[src/rtl/petra_link.sv]
// petra_link: LightIO shared-line serial transceiver with TX/RX FIFOs and arbiter request/grant.
// Optional feature: define PETRA_PARITY_EN to insert/check an even-parity bit before the stop bit.
//
// TX state | meaning                     RX state | meaning
// IDLE     | waiting for TX FIFO data    IDLE     | waiting for synchronised 0->1 edge
// REQ      | bus_request up, await grant START    | confirm start bit at midpoint
// START    | drive start bit (1)         DATA     | sample data bits, MSB first
// DATA     | drive data bits, MSB first  PAR      | sample parity bit (parity build)
// PAR      | drive parity (parity build) STOP     | sample stop bit, write RX FIFO
// STOP     | drive stop bit (0)
// DONE     | pop TX FIFO, pulse irq_tx

module petra_link #(
   parameter int MSG_WIDTH  = 8,
   parameter int FIFO_DEPTH = 4,
   parameter int BIT_TICKS  = 4
) (
   input  logic                 clock,
   input  logic                 reset,
   input  logic                 send_message,
   input  logic [MSG_WIDTH-1:0] data_in,
   input  logic                 read_message,
   output logic [MSG_WIDTH-1:0] data_out,
   output logic                 rx_valid,
   output logic                 tx_full,
   output logic                 rx_overflow,
   output logic                 irq_tx,
   output logic                 irq_rx,
   output logic                 bus_request,
   input  logic                 bus_grant,
   output logic                 signal_out,
   input  logic                 signal_in,
   output logic                 led
);

   localparam int PW = $clog2(FIFO_DEPTH);
   localparam int CW = PW + 1;
   localparam int TW = $clog2(BIT_TICKS);
   localparam int BW = (MSG_WIDTH > 1) ? $clog2(MSG_WIDTH) : 1;
   localparam logic [TW-1:0] TICK_LAST = TW'(BIT_TICKS - 1);
   localparam logic [TW-1:0] TICK_MID  = TW'(BIT_TICKS / 2);
   localparam logic [BW-1:0] BIT_TOP   = BW'(MSG_WIDTH - 1);
   localparam logic [CW-1:0] CNT_FULL  = CW'(FIFO_DEPTH);

   typedef enum logic [2:0] {TX_IDLE, TX_REQ, TX_START, TX_DATA, TX_PAR, TX_STOP, TX_DONE} tx_state_t;
   typedef enum logic [2:0] {RX_IDLE, RX_START, RX_DATA, RX_PAR, RX_STOP} rx_state_t;

   tx_state_t            tx_state;
   logic [TW-1:0]        tx_tick;
   logic [BW-1:0]        tx_bit;
   logic [MSG_WIDTH-1:0] tx_mem [FIFO_DEPTH];
   logic [PW-1:0]        tx_wr, tx_rd;
   logic [CW-1:0]        tx_count;
   logic                 tx_push, tx_pop;
   logic [MSG_WIDTH-1:0] tx_head;

   assign tx_full = (tx_count == CNT_FULL);
   assign tx_push = send_message && !tx_full;
   assign tx_pop  = (tx_state == TX_DONE);
   assign tx_head = tx_mem[tx_rd];

   always_ff @(posedge clock) begin
      if (tx_push) tx_mem[tx_wr] <= data_in;
   end

   always_ff @(posedge clock or posedge reset) begin
      if (reset) begin
         tx_wr    <= '0;
         tx_rd    <= '0;
         tx_count <= '0;
      end else begin
         if (tx_push) tx_wr <= tx_wr + PW'(1);
         if (tx_pop)  tx_rd <= tx_rd + PW'(1);
         if (tx_push && !tx_pop)      tx_count <= tx_count + CW'(1);
         else if (!tx_push && tx_pop) tx_count <= tx_count - CW'(1);
      end
   end

   always_ff @(posedge clock or posedge reset) begin
      if (reset) begin
         tx_state    <= TX_IDLE;
         tx_tick     <= '0;
         tx_bit      <= '0;
         bus_request <= 1'b0;
         signal_out  <= 1'b0;
         led         <= 1'b0;
         irq_tx      <= 1'b0;
      end else begin
         irq_tx <= 1'b0;
         case (tx_state)
            TX_IDLE: if (tx_count != '0) begin
               tx_state    <= TX_REQ;
               bus_request <= 1'b1;
            end
            TX_REQ: if (bus_grant) begin
               tx_state   <= TX_START;
               tx_tick    <= '0;
               signal_out <= 1'b1;
               led        <= 1'b1;
            end
            TX_START: if (tx_tick == TICK_LAST) begin
               tx_tick    <= '0;
               tx_bit     <= BIT_TOP;
               signal_out <= tx_head[MSG_WIDTH-1];
               tx_state   <= TX_DATA;
            end else tx_tick <= tx_tick + TW'(1);
            TX_DATA: if (tx_tick == TICK_LAST) begin
               tx_tick <= '0;
               if (tx_bit == '0) begin
`ifdef PETRA_PARITY_EN
                  tx_state   <= TX_PAR;
                  signal_out <= ^tx_head;
`else
                  tx_state   <= TX_STOP;
                  signal_out <= 1'b0;
`endif
               end else begin
                  tx_bit     <= tx_bit - BW'(1);
                  signal_out <= tx_head[tx_bit - BW'(1)];
               end
            end else tx_tick <= tx_tick + TW'(1);
            TX_PAR: if (tx_tick == TICK_LAST) begin
               tx_tick    <= '0;
               tx_state   <= TX_STOP;
               signal_out <= 1'b0;
            end else tx_tick <= tx_tick + TW'(1);
            TX_STOP: if (tx_tick == TICK_LAST) begin
               tx_tick     <= '0;
               tx_state    <= TX_DONE;
               led         <= 1'b0;
               bus_request <= 1'b0;
               irq_tx      <= 1'b1;
            end else tx_tick <= tx_tick + TW'(1);
            TX_DONE: tx_state <= TX_IDLE;
            default: tx_state <= TX_IDLE;
         endcase
      end
   end

   // Receiver: line is asynchronous, so only sync_2 (and its delayed copy) feed the FSM.
   logic sync_1, sync_2, sync_prev;
   always_ff @(posedge clock or posedge reset) begin
      if (reset) begin
         sync_1    <= 1'b0;
         sync_2    <= 1'b0;
         sync_prev <= 1'b0;
      end else begin
         sync_1    <= signal_in;
         sync_2    <= sync_1;
         sync_prev <= sync_2;
      end
   end

   rx_state_t            rx_state;
   logic [TW-1:0]        rx_tick;
   logic [BW-1:0]        rx_bit;
   logic [MSG_WIDTH-1:0] rx_shift;
   logic                 rx_par_ok;
   logic [MSG_WIDTH-1:0] rx_mem [FIFO_DEPTH];
   logic [PW-1:0]        rx_wr, rx_rd;
   logic [CW-1:0]        rx_count;
   logic                 rx_full, rx_push, rx_pop, rx_frame_ok;

`ifndef PETRA_PARITY_EN
   assign rx_par_ok = 1'b1;
`endif

   assign rx_full     = (rx_count == CNT_FULL);
   assign rx_frame_ok = (rx_state == RX_STOP) && (rx_tick == TICK_MID) && !sync_2 && rx_par_ok;
   assign rx_push     = rx_frame_ok && !rx_full;
   assign rx_pop      = read_message && rx_valid;
   assign rx_valid    = (rx_count != '0);
   assign data_out    = rx_valid ? rx_mem[rx_rd] : '0;

   always_ff @(posedge clock) begin
      if (rx_push) rx_mem[rx_wr] <= rx_shift;
   end

   always_ff @(posedge clock or posedge reset) begin
      if (reset) begin
         rx_wr    <= '0;
         rx_rd    <= '0;
         rx_count <= '0;
      end else begin
         if (rx_push) rx_wr <= rx_wr + PW'(1);
         if (rx_pop)  rx_rd <= rx_rd + PW'(1);
         if (rx_push && !rx_pop)      rx_count <= rx_count + CW'(1);
         else if (!rx_push && rx_pop) rx_count <= rx_count - CW'(1);
      end
   end

   always_ff @(posedge clock or posedge reset) begin
      if (reset) begin
         rx_state    <= RX_IDLE;
         rx_tick     <= '0;
         rx_bit      <= '0;
         rx_shift    <= '0;
         rx_overflow <= 1'b0;
         irq_rx      <= 1'b0;
`ifdef PETRA_PARITY_EN
         rx_par_ok   <= 1'b1;
`endif
      end else begin
         irq_rx <= 1'b0;
         case (rx_state)
            // The edge cycle is tick 0 of the start bit.
            RX_IDLE: if (sync_2 && !sync_prev) begin
               rx_state <= RX_START;
               rx_tick  <= TW'(1);
            end
            RX_START: if (rx_tick == TICK_MID && !sync_2) begin
               rx_state <= RX_IDLE;
               rx_tick  <= '0;
            end else if (rx_tick == TICK_LAST) begin
               rx_tick  <= '0;
               rx_bit   <= BIT_TOP;
               rx_state <= RX_DATA;
            end else rx_tick <= rx_tick + TW'(1);
            RX_DATA: begin
               if (rx_tick == TICK_MID) rx_shift <= {rx_shift[MSG_WIDTH-2:0], sync_2};
               if (rx_tick == TICK_LAST) begin
                  rx_tick <= '0;
                  if (rx_bit == '0) begin
`ifdef PETRA_PARITY_EN
                     rx_state <= RX_PAR;
`else
                     rx_state <= RX_STOP;
`endif
                  end else rx_bit <= rx_bit - BW'(1);
               end else rx_tick <= rx_tick + TW'(1);
            end
            RX_PAR: begin
`ifdef PETRA_PARITY_EN
               if (rx_tick == TICK_MID) rx_par_ok <= (sync_2 == ^rx_shift);
`endif
               if (rx_tick == TICK_LAST) begin
                  rx_tick  <= '0;
                  rx_state <= RX_STOP;
               end else rx_tick <= rx_tick + TW'(1);
            end
            RX_STOP: if (rx_tick == TICK_MID) begin
               rx_state <= RX_IDLE;
               rx_tick  <= '0;
               if (rx_frame_ok) begin
                  if (rx_full) rx_overflow <= 1'b1;
                  else         irq_rx      <= 1'b1;
               end
            end else rx_tick <= rx_tick + TW'(1);
            default: rx_state <= RX_IDLE;
         endcase
      end
   end

endmodule
[config.mk]
export PLATFORM = sky130hd
export DESIGN_NAME = petra_link
export DESIGN_NICKNAME = d
export VERILOG_FILES = /design/src/rtl/petra_link.sv
export SDC_FILE = /design/constraint.sdc
export NUM_CORES = 1
export LEC_CHECK = 0
export BUFFER_PORTS_ARGS = -buffer_cell sky130_fd_sc_hd__buf_2
export CAP_MARGIN = 20
export CORE_MARGIN = 1.5
export CORE_UTILIZATION = 45
export CTS_CLUSTER_SIZE = 40
export DETAILED_ROUTE_END_ITERATION = 8
export HOLD_SLACK_MARGIN = 0.15
export SYNTH_ARGS = -nofsm -noshare
export SYNTH_HDL_FRONTEND = slang
export SYNTH_SLANG_ARGS = --single-unit
export TNS_END_PERCENT = 50
[constraint.sdc]
create_clock -name clock -period 6.5 [get_ports clock]
set_input_delay 1.95 -clock clock [delete_from_list [all_inputs] [get_ports clock]]
set_output_delay 1.95 -clock clock [all_outputs]
set_load 0.03 [all_outputs]
==> metrics.md, run 1 <==
| Metric | Value |
|---|---|
| DIE AREA | 11,500 µm² |
| Crit. Startpoint | rx_rd[0] |
| RSZ-0062 raised after global routing | no |
| GRT Total Usage | 0.149 |
| WHS Endpoint | sync_2 |
| RR Startpoint | rx_tick[0] |
| Die height | roughly 110 µm |
| Post-Syn Area | between 4000 and 5000 µm² |
| Initial Util | 0.469 |
| Pwr Total | 0.00214 W |
| # fillers | around 900 |
| Grt ovf | 0 |
| Total Routed Length | between 7000 and 8000 µm |
| Placed cell count | 491 |
| Reg2Reg Capture Point | rx_count[2] |
| Synth top area cells | edfxtp_1, dfrtp_1, mux4_2 |
| First-pass iteration count of the detailed router | 4 |
| Final Setup Violations | 0 |
| Clk sinks | about 110 |
| Finished Layout Cells | approximately 500 |
| Nets | roughly 400 |
| Root Driver | clkbuf_8 |
| Share of cells above drive strength 1 | 0.207 |
| Worst hold path type | reg2reg |
| Worst path arrival time | approximately 2.0 ns |
| Slew headroom | 0.392 |
| Crit path largest cell delay | ~0.70 ns |
| Syn Area/Cell | roughly 14 µm² |
| Post-CTS Resized | 0 |
| CTS tree | done |
| Yosys warns | 0 |
| Vias per inst | roughly 5.2 |
| Die W | about 110 µm |
| # diodes | 0 |
| Yosys cell types | 43 |
| Synthesized instance count | 340 |
| Core ar. | 10,400 µm² |
| WHS Path Cells | 0 |
| Global-route wire length before repair | around 13,000 µm |
| Clock-pin slew on the worst setup and hold paths | around 0.10 ns |
| Status | finished clean |
| Syn-to-layout area delta | 9.42% |
| Post-route clock period utilization | 0.603 |
| Antenna violations before repair | 0 |
| Peak fanout along the critical path | 10 |
| Leakage power | 2.12 nW |
| Worst-case reg-to-reg path depth | 11 |
| Rows | 37 |
| WP buf/inv | 1 |
| Hold Buf Count CTS | 0 |
| Critical Path RT | between 4 and 5 ns |
| Maximum vdd drop | between 0.00015 and 0.0002 V |
| Synth top area share | 0.393 |
| Syn Nets | about 380 |
| Hold path start | sync_1 |
| Clk_lat worst skew | 0.38 ns |
| Postcts setup bufs | 0 |
| DR WL/cell | 15.1 µm |
| Register bit count reported by yosys | 111 |
| Hpwl dp | between 5000 and 6000 µm |
| Flop2flop setup slack | approximately 3.4 ns |
| CP endpoint kind | primary output |
| Max Clk Rate | 255 MHz |
| CTS Buf Count | 9 |
| Most common cell after layout, fill and taps aside | edfxtp_1 |
| Final instance area | about 5300 µm² |
| # IOs | 30 |
| Vias | 2,632 |
| Max_cap viols | 0 |
| Fin. Hold Viols | 0 |
| Register area share after synthesis | 0.634 |
| RePlAce Congestion | about 0.75 |
| H-tree Lvls | 3 |
| Area after DPL | around 5000 µm² |
| Util after Layout | 0.513 |
| Async S/R FF share, synth | 0.423 |
| Dominant synthesized flop cell | edfxtp_1 |
| Setup CP Type | reg2out |
| PortBufs | 29 |
| Remaining DRCs | 0 |
| Commonest cells after routing, fill and taps aside | edfxtp_1, dfrtp_1, buf_2, a21oi_1 |
| CP Cell Sequence | mux4_2 > and2_1 > buf_2 |
| Post-synth EDFFs | between 60 and 70 |
| CP max-delay cell | dfrtp_1 |
| CTS Buffer Depth | 2 |
| Area leader, netlist | edfxtp_1 |
| Clock skew | about 0.016 ns |
| Final Critical Period | about 3.9 ns |
| Worst setup SP type | flip-flop |
| Power Density | roughly 400 nW/µm² |
| Drt first-iter violations | around 90 |
| CP delay by family, top | flip-flops |
| Worst-Margin Slew | about 0.91 ns |
| Max-slew violations | 0 |
| Number of global-route vias before repair | 2,635 |
| Antenna Nets Post-Route | 0 |
| Setup TNS | 0 ns |
| Pin count of the biggest net entering global routing | between 40 and 50 |
[stage by stage]
| stage | setup WS (ns) | hold slack (ns) |
|---|---|---|
| 2_1_floorplan | 3.15 | 0.331 |
| 3_3_place_gp | 2.98 | 0.337 |
| 3_5_place_dp | 2.90 | 0.347 |
| 4_1_cts | 2.53 | 0.370 |
| 5_1_grt | 2.47 | 0.386 |
| 6_report | 2.58 | 0.362 |
[cells in the mapped netlist (3+ instances only)]
master	number
edfxtp_1	64
dfrtp_1	47
a21oi_1	21
inv_1	21
nor2_1	20
ha_1	19
mux4_2	18
and2_1	17
o21ai_0	13
nand2_1	12
clkbuf_1	11
mux2_2	10
xnor2_1	8
nor3_1	6
a221oi_1	4
mux2i_1	4
nand3_1	4
nor2b_1	4
xor2_1	4
a31oi_1	3
[where the power goes]
| part | internal (W) | switching, W |
|---|---|---|
| Sequential | 0.000892 | 0.000166 |
| Combinational | 0.000335 | 0.000357 |
| Clock | 0.000146 | 0.000242 |
| Total | 0.00137 | 0.000765 |
[sequential cells by signal, summed over array words and instances, names as in the netlist]
register     cells
sync_prev        1
rx_mem          32
sync_2           1
tx_mem          32
tx_rd            2
rx_rd            2
tx_wr            2
irq_rx           1
rx_bit           3
tx_count         3
sync_1           1
rx_wr            2
tx_tick          2
rx_shift         8
bus_request      1
led              1
signal_out       1
rx_overflow      1
rx_state         3
rx_count         3
irq_tx           1
tx_bit           3
rx_tick          2
tx_state         3
[final cells by class]
class | instances | area, µm² | share of cell area
clock buffer | 10 | 128 | 0.0239
clock inverter | 6 | 55.1 | 0.0103
inverter | 21 | 78.8 | 0.0147
multi-input combinational | 194 | 1650 | 0.309
sequential | 111 | 3100 | 0.579
tap | 136 | 170 | 0.0318
timing repair buffer | 30 | 165 | 0.0309
[worst max-delay path by stage]
stage / endpoint / slack (ns) / cells past startpoint
after floorplan: tx_count[2] / 3.15 / 8
after global placement: tx_count[2] / 2.98 / 8
after detailed placement: tx_count[2] / 2.90 / 8
after CTS: data_out[3] / 2.53 / 3
after global routing: data_out[3] / 2.47 / 3
final: data_out[3] / 2.58 / 3
[per-layer routing]
metal / GRT usage / part of all wire / up-vias / routed length (µm)
met5: 0 / 0 / - / 0
met4: 0.0543 / 0.016 / 0 / 121
met3: 0.0377 / 0.030 / 8 / 228
met2: 0.244 / 0.49 / 37 / 3770
met1: 0.193 / 0.46 / 1292 / 3570
li1: - / - / 1295 / -
[cells by family after synthesis]
logic type      synth area share
fa+ha+maj                 0.0569
simple gates              0.0842
xor+xnor                  0.0215
mux                        0.114
compound gates            0.0612
buf+inv                   0.0279
flops                      0.634
Note: power is estimated with default switching activity, not from simulation.
==> inputs of run 2 (changes only) <==
==> constraint.sdc (replaced) <==
create_clock -name clock -period 3.41 [get_ports clock]
set_input_delay 1.023 -clock clock [delete_from_list [all_inputs] [get_ports clock]]
set_output_delay 1.023 -clock clock [all_outputs]
set_load 0.03 [all_outputs]
==> run 2 against run 1 <==
Clock power is 120% higher. Combinational power is 91% higher. Sequential share of layout area is 0.39 points lower.
==> metrics.md, run 2 (synthesis gave the netlist of run 1 again) <==
| Metric | Value |
|---|---|
| DR WL/cell | 14.8 µm (-2.4%) |
| Setup TNS | 0 ns (unchanged) |
| P_sw | 0.00144 W (+88%) |
| Vias per inst | 5.28 (+1.9%) |
| Finished Layout Cells | 509 (+0.20%) |
| Die height | 107 µm (unchanged) |
| Logic pwr share | 0.315 (-0.009) |
| Maximum vdd drop | 0.000321 V (+65%) |
| Pin count of the biggest net entering global routing | 26 (-46%) |
| Hold Buf Count CTS | 0 (unchanged) |
| CP endpoint kind | primary output |
| CTS Buf Count | 9 (unchanged) |
| Dpl ws | 0.658 ns (-2.24 ns) |
| Antenna Nets Post-Route | 0 (unchanged) |
| GRT Total Usage | 0.142 (-0.00732) |
| Global-route wire length before repair | 12,500 µm (-5.0%) |
| Crit path largest cell delay | 0.69 ns (about the same) |
| Hpwl dp | 5230 µm (-1.6%) |
| Worst path arrival time | 1.96 ns (about the same) |
| Peak fanout along the critical path | 10 (unchanged) |
| DIE AREA | 11,500 µm² (unchanged) |
| Power Density | 781 nW/µm² (+95%) |
| Number of global-route vias before repair | 2,565 (-2.7%) |
| RePlAce Congestion | 0.813 (+8.6%) |
| Clock skew | 0.0165 ns (+0.0000675 ns) |
| Commonest cells after routing, fill and taps aside | edfxtp_1, dfrtp_1, buf_2, a21oi_1 |
| Area after DPL | 5160 µm² (+0.29%) |
| Leakage power | 2.15 nW (+1.4%) |
| Clk sinks | 111 (unchanged) |
| RSZ-0062 raised after global routing | no |
| Worst setup SP type | flip-flop |
| Slew headroom | 0.436 (+0.0448) |
| CP max-delay cell | dfrtp_1 |
| Remaining DRCs | 0 (unchanged) |
| PortBufs | 29 (unchanged) |
| CP delay by family, top | flip-flops |
| Post-CTS Resized | 0 (unchanged) |
| Placed cell count | 493 (+0.41%) |
| Total Routed Length | 7520 µm (-2.2%) |
| Flop pwr share | 0.479 (-0.016) |
| Pwr Total | 0.00420 W (+97%) |
| Max_cap viols | 0 (unchanged) |
| Grt ovf | 0 (unchanged) |
| Final Setup Violations | 0 (unchanged) |
| Drt first-iter violations | 77 (-16%) |
| # IOs | 30 (unchanged) |
| Vias | 2,686 (+2.1%) |
| Postcts setup bufs | 0 (unchanged) |
| Clk_lat worst skew | 0.37 ns (about the same) |
| First-pass iteration count of the detailed router | 4 (unchanged) |
| CP Cell Sequence | mux4_2 > and2_1 > buf_2 |
| Clock-pin slew on the worst setup and hold paths | 0.11 ns (about the same) |
| Fin. Hold Viols | 0 (unchanged) |
| Final instance area | 5380 µm² (+0.68%) |
| Share of cells above drive strength 1 | 0.212 (+0.00481) |
| Worst hold path type | reg2reg |
| Final setup margin | 0.431 ns (-2.15 ns) |
| Pint | 0.00276 W (+100%) |
| Switch share | 0.343 (-0.0150) |
| Worst-Margin Slew | 0.843 ns (-0.0670 ns) |
| Antenna violations before repair | 0 (unchanged) |
| Post-route clock period utilization | 0.874 |
| Setup CP Type | reg2out |
| WP buf/inv | 1 (unchanged) |
| Critical Path RT | 2.39 ns (-2.16 ns) |
| Initial Util | 0.469 (unchanged) |
| Die W | 107 µm (unchanged) |
| Max-slew violations | 0 (unchanged) |
| Max Clk Rate | between 300 and 400 MHz |
| Largest regs | rx_mem (32), tx_mem (32), rx_shift (8) |
| # diodes | 0 (unchanged) |
| CTS tree | done |
| CTS Buffer Depth | 2 (unchanged) |
| H-tree Lvls | 3 (unchanged) |
| Final Critical Period | 2.98 ns |
| Nets | 403 (+0.25%) |
| Rows | 37 (unchanged) |
| Core ar. | 10,400 µm² (unchanged) |
| Status | finished clean |
| Syn-to-layout area delta | 10.2% |
| Most common cell after layout, fill and taps aside | edfxtp_1 |
| Clk pwr share | 0.206 (+0.024) |
| Root Driver | clkbuf_8 |
run 2: metal layers:
metal | GRT usage | wire (µm)
met5 | 0 | 0
met2 | 0.233 | 3740
met4 | 0.0514 | 99
met1 | 0.181 | 3420
met3 | 0.0389 | 254
run 2: final timing paths:
kind / startpoint / to / slack [ns] / depth (start not counted)
max in group asynchronous: reset / rx_tick[0] / 2.02 / 3
setup / recovery: rx_rd[0] / data_out[6] / 0.43 / 3
hold / removal: sync_1 / sync_2 / 0.36 / 0
setup reg to reg: rx_tick[0] / rx_count[2] / 0.67 / 12
hold reg to reg: sync_1 / sync_2 / 0.36 / 0
min in group asynchronous: reset / rx_wr[0] / 0.67 / 2
run 2: cell type report:
class	count	area [µm²]
Timing Repair Buffer	31	160
Sequential cell	111	3100
Inverter	21	78.8
Tap cell	136	170
Multi-Input combinational cell	194	1650
Clock buffer	9	124
Fill cell	875	5030
Clock inverter	7	100
run 2: per-stage QoR:
stage | hold WS, ns | util
after floorplan | 0.331 | -
after global placement | 0.337 | 0.495
after detailed placement | 0.343 | 0.495
after CTS | 0.365 | 0.517
after global routing | 0.377 | 0.517
final | 0.363 | 0.517
run 2: power groups by stage:
stage / Clock, W / Combinational, W / Sequential, W
after floorplan: 0 / 0.00121 / 0.00187
after global placement: 0 / 0.00131 / 0.00204
after detailed placement: 0 / 0.00134 / 0.00205
after CTS: 0.000899 / 0.00135 / 0.00202
after global routing: 0.000948 / 0.00148 / 0.00207
final: 0.000867 / 0.00132 / 0.00201
==> inputs of run 3 (changes only) <==
--- a/config.mk
+++ b/config.mk
@@ -8,7 +8,7 @@
 export BUFFER_PORTS_ARGS = -buffer_cell sky130_fd_sc_hd__buf_2
 export CAP_MARGIN = 20
 export CORE_MARGIN = 1.5
-export CORE_UTILIZATION = 45
+export CORE_UTILIZATION = 44
 export CTS_CLUSTER_SIZE = 40
 export DETAILED_ROUTE_END_ITERATION = 8
 export HOLD_SLACK_MARGIN = 0.15
==> run 3 against run 2 <==
Sequential power about the same. Wire length up 1.7%. Combinational power about the same. Total power down 2.0%. Core utilization down 2.2 points.
==> metrics.md, run 3 (synthesis gave the netlist of run 1 again) <==
| Metric | Value |
|---|---|
| Worst path arrival time | 2.01 ns (+0.05 ns) |
| Number of global-route vias before repair | 2,662 (+3.8%) |
| Core ar. | 10,800 µm² (+4.1%) |
| Total Routed Length | 7640 µm (+1.7%) |
| Critical Path RT | 2.39 ns (about the same) |
| Status | finished clean |
| Vias | 2,678 (-0.30%) |
| Peak fanout along the critical path | 10 (unchanged) |
| Power Density | 769 nW/µm² (-1.5%) |
| Nets | 402 (-0.25%) |
| Die W | 108 µm (+1.1%) |
| Area after DPL | 5150 µm² (-0.19%) |
| CTS Buf Count | 9 (unchanged) |
| Hpwl dp | 5210 µm (-0.44%) |
| Final Setup Violations | 0 (unchanged) |
| Worst hold path type | reg2reg |
| Worst setup SP type | flip-flop |
| Final hold slack | 0.356 ns (-0.00747 ns) |
| Setup CP Type | reg2out |
| Clk_lat worst skew | 0.36 ns (about the same) |
| Die height | 108 µm (+1.1%) |
| Final instance area | 5360 µm² (-0.44%) |
| Commonest cells after routing, fill and taps aside | edfxtp_1, dfrtp_1, buf_2, a21oi_1 |
| # IOs | 30 (unchanged) |
| Util after Layout | 0.494 (-0.0224) |
| Remaining DRCs | 0 (unchanged) |
| CTS tree | done |
| Post-route clock period utilization | 0.891 (+0.0169) |
| Global-route wire length before repair | 13,100 µm (+4.4%) |
| Grt ovf | 0 (unchanged) |
| Setup TNS | 0 ns (unchanged) |
| Max-slew violations | 0 (unchanged) |
| Drt first-iter violations | 155 (+100%) |
| Postcts setup bufs | 0 (unchanged) |
| Antenna Nets Post-Route | 0 (unchanged) |
| GRT Total Usage | 0.147 (+0.00474) |
| Clk sinks | 111 (unchanged) |
| Initial Util | 0.451 (-0.0184) |
| Slew headroom | 0.375 (-0.0615) |
| Most common cell after layout, fill and taps aside | edfxtp_1 |
| Maximum vdd drop | 0.000387 V (+21%) |
| Pin count of the biggest net entering global routing | 48 (+85%) |
| Rows | 38 (+2.7%) |
| H-tree Lvls | 3 (unchanged) |
| First-pass iteration count of the detailed router | 4 (unchanged) |
| Antenna violations before repair | 0 (unchanged) |
| Hold Buf Count CTS | 0 (unchanged) |
| Leakage power | 2.12 nW (-1.2%) |
| Final Critical Period | 3.04 ns (+0.0576 ns) |
| DIE AREA | 11,700 µm² (+2.2%) |
| Root Driver | clkbuf_8 |
| CP endpoint kind | primary output |
| Syn-to-layout area delta | 9.68% |
| Pwr Total | 0.00412 W (-2.0%) |
| RePlAce Congestion | 0.768 (-5.6%) |
| Fin. Hold Viols | 0 (unchanged) |
| Max_cap viols | 0 (unchanged) |
| Worst-Margin Slew | 0.935 ns (+0.0920 ns) |
| Max Clk Rate | 329 MHz (-1.9%) |
| DR WL/cell | 14.9 µm (+1.1%) |
| Vias per inst | 5.23 (-0.88%) |
| Clock skew | 0.0109 ns (-0.00555 ns) |
| PortBufs | 29 (unchanged) |
| # diodes | 0 (unchanged) |
| CTS Buffer Depth | 2 (unchanged) |
| Post-CTS Resized | 0 (unchanged) |
| Share of cells above drive strength 1 | 0.204 (-0.00750) |
| Clock-pin slew on the worst setup and hold paths | 0.10 ns (about the same) |
| Largest regs | rx_mem (32), tx_mem (32), rx_shift (8) |
| RSZ-0062 raised after global routing | no |
-- run 3: changes by cell type in the layout (fill, tap and decap cells not counted), sizes merged --
cell | before | now
inv | 25 | 22
clkinvlp | 0 | 2
bufinv | 2 | 1
buf | 31 | 30
clkbuf | 9 | 11
-- run 3: worst max-delay path, stage by stage, from the launching register on --
cell     delay, ns
dfrtp_1       0.74
mux4_2        0.58
and2_1        0.17
buf_2         0.17
-- run 3: final timing paths --
kind | end | from | slack, ns | depth (start not counted)
min | sync_2 | sync_1 | 0.36 | 0
max | data_out[6] | rx_rd[0] | 0.37 | 3
min reg2reg | sync_2 | sync_1 | 0.36 | 0
min in group asynchronous | rx_tick[1] | reset | 0.62 | 2
max reg2reg | rx_count[2] | rx_tick[0] | 0.52 | 11
max in group asynchronous | tx_bit[1] | reset | 2.31 | 3
-- run 3: metrics by stage --
step	instances	setup WS (ns)
4_1_cts	511	0.296
3_5_place_dp	495	0.570
3_3_place_gp	495	0.664
6_report	512	0.373
5_1_grt	512	0.145
2_1_floorplan	340	0.832
-- run 3: area by class of cell --
type / instances / area [µm²]
clock buffer: 11 / 131
clock inverter: 5 / 58.8
fill: 965 / 5480
inverter: 21 / 78.8
multi-input combinational: 194 / 1650
sequential: 111 / 3100
tap: 140 / 175
timing repair buffer: 30 / 165
-- run 3: power by group --
group / internal, W / switching (W)
Combinational: 0.000640 / 0.000692
Sequential: 0.00170 / 0.000318
Clock: 0.000342 / 0.000428
Total: 0.00268 / 0.00144
-- run 3: routing by layer --
layer  part of all wire  vias up  track usage
met3              0.030        9       0.0265
li1                   -     1298            -
met1               0.45     1327        0.181
met2               0.51       44        0.255
met5                  0        -            0
met4              0.014        0       0.0620
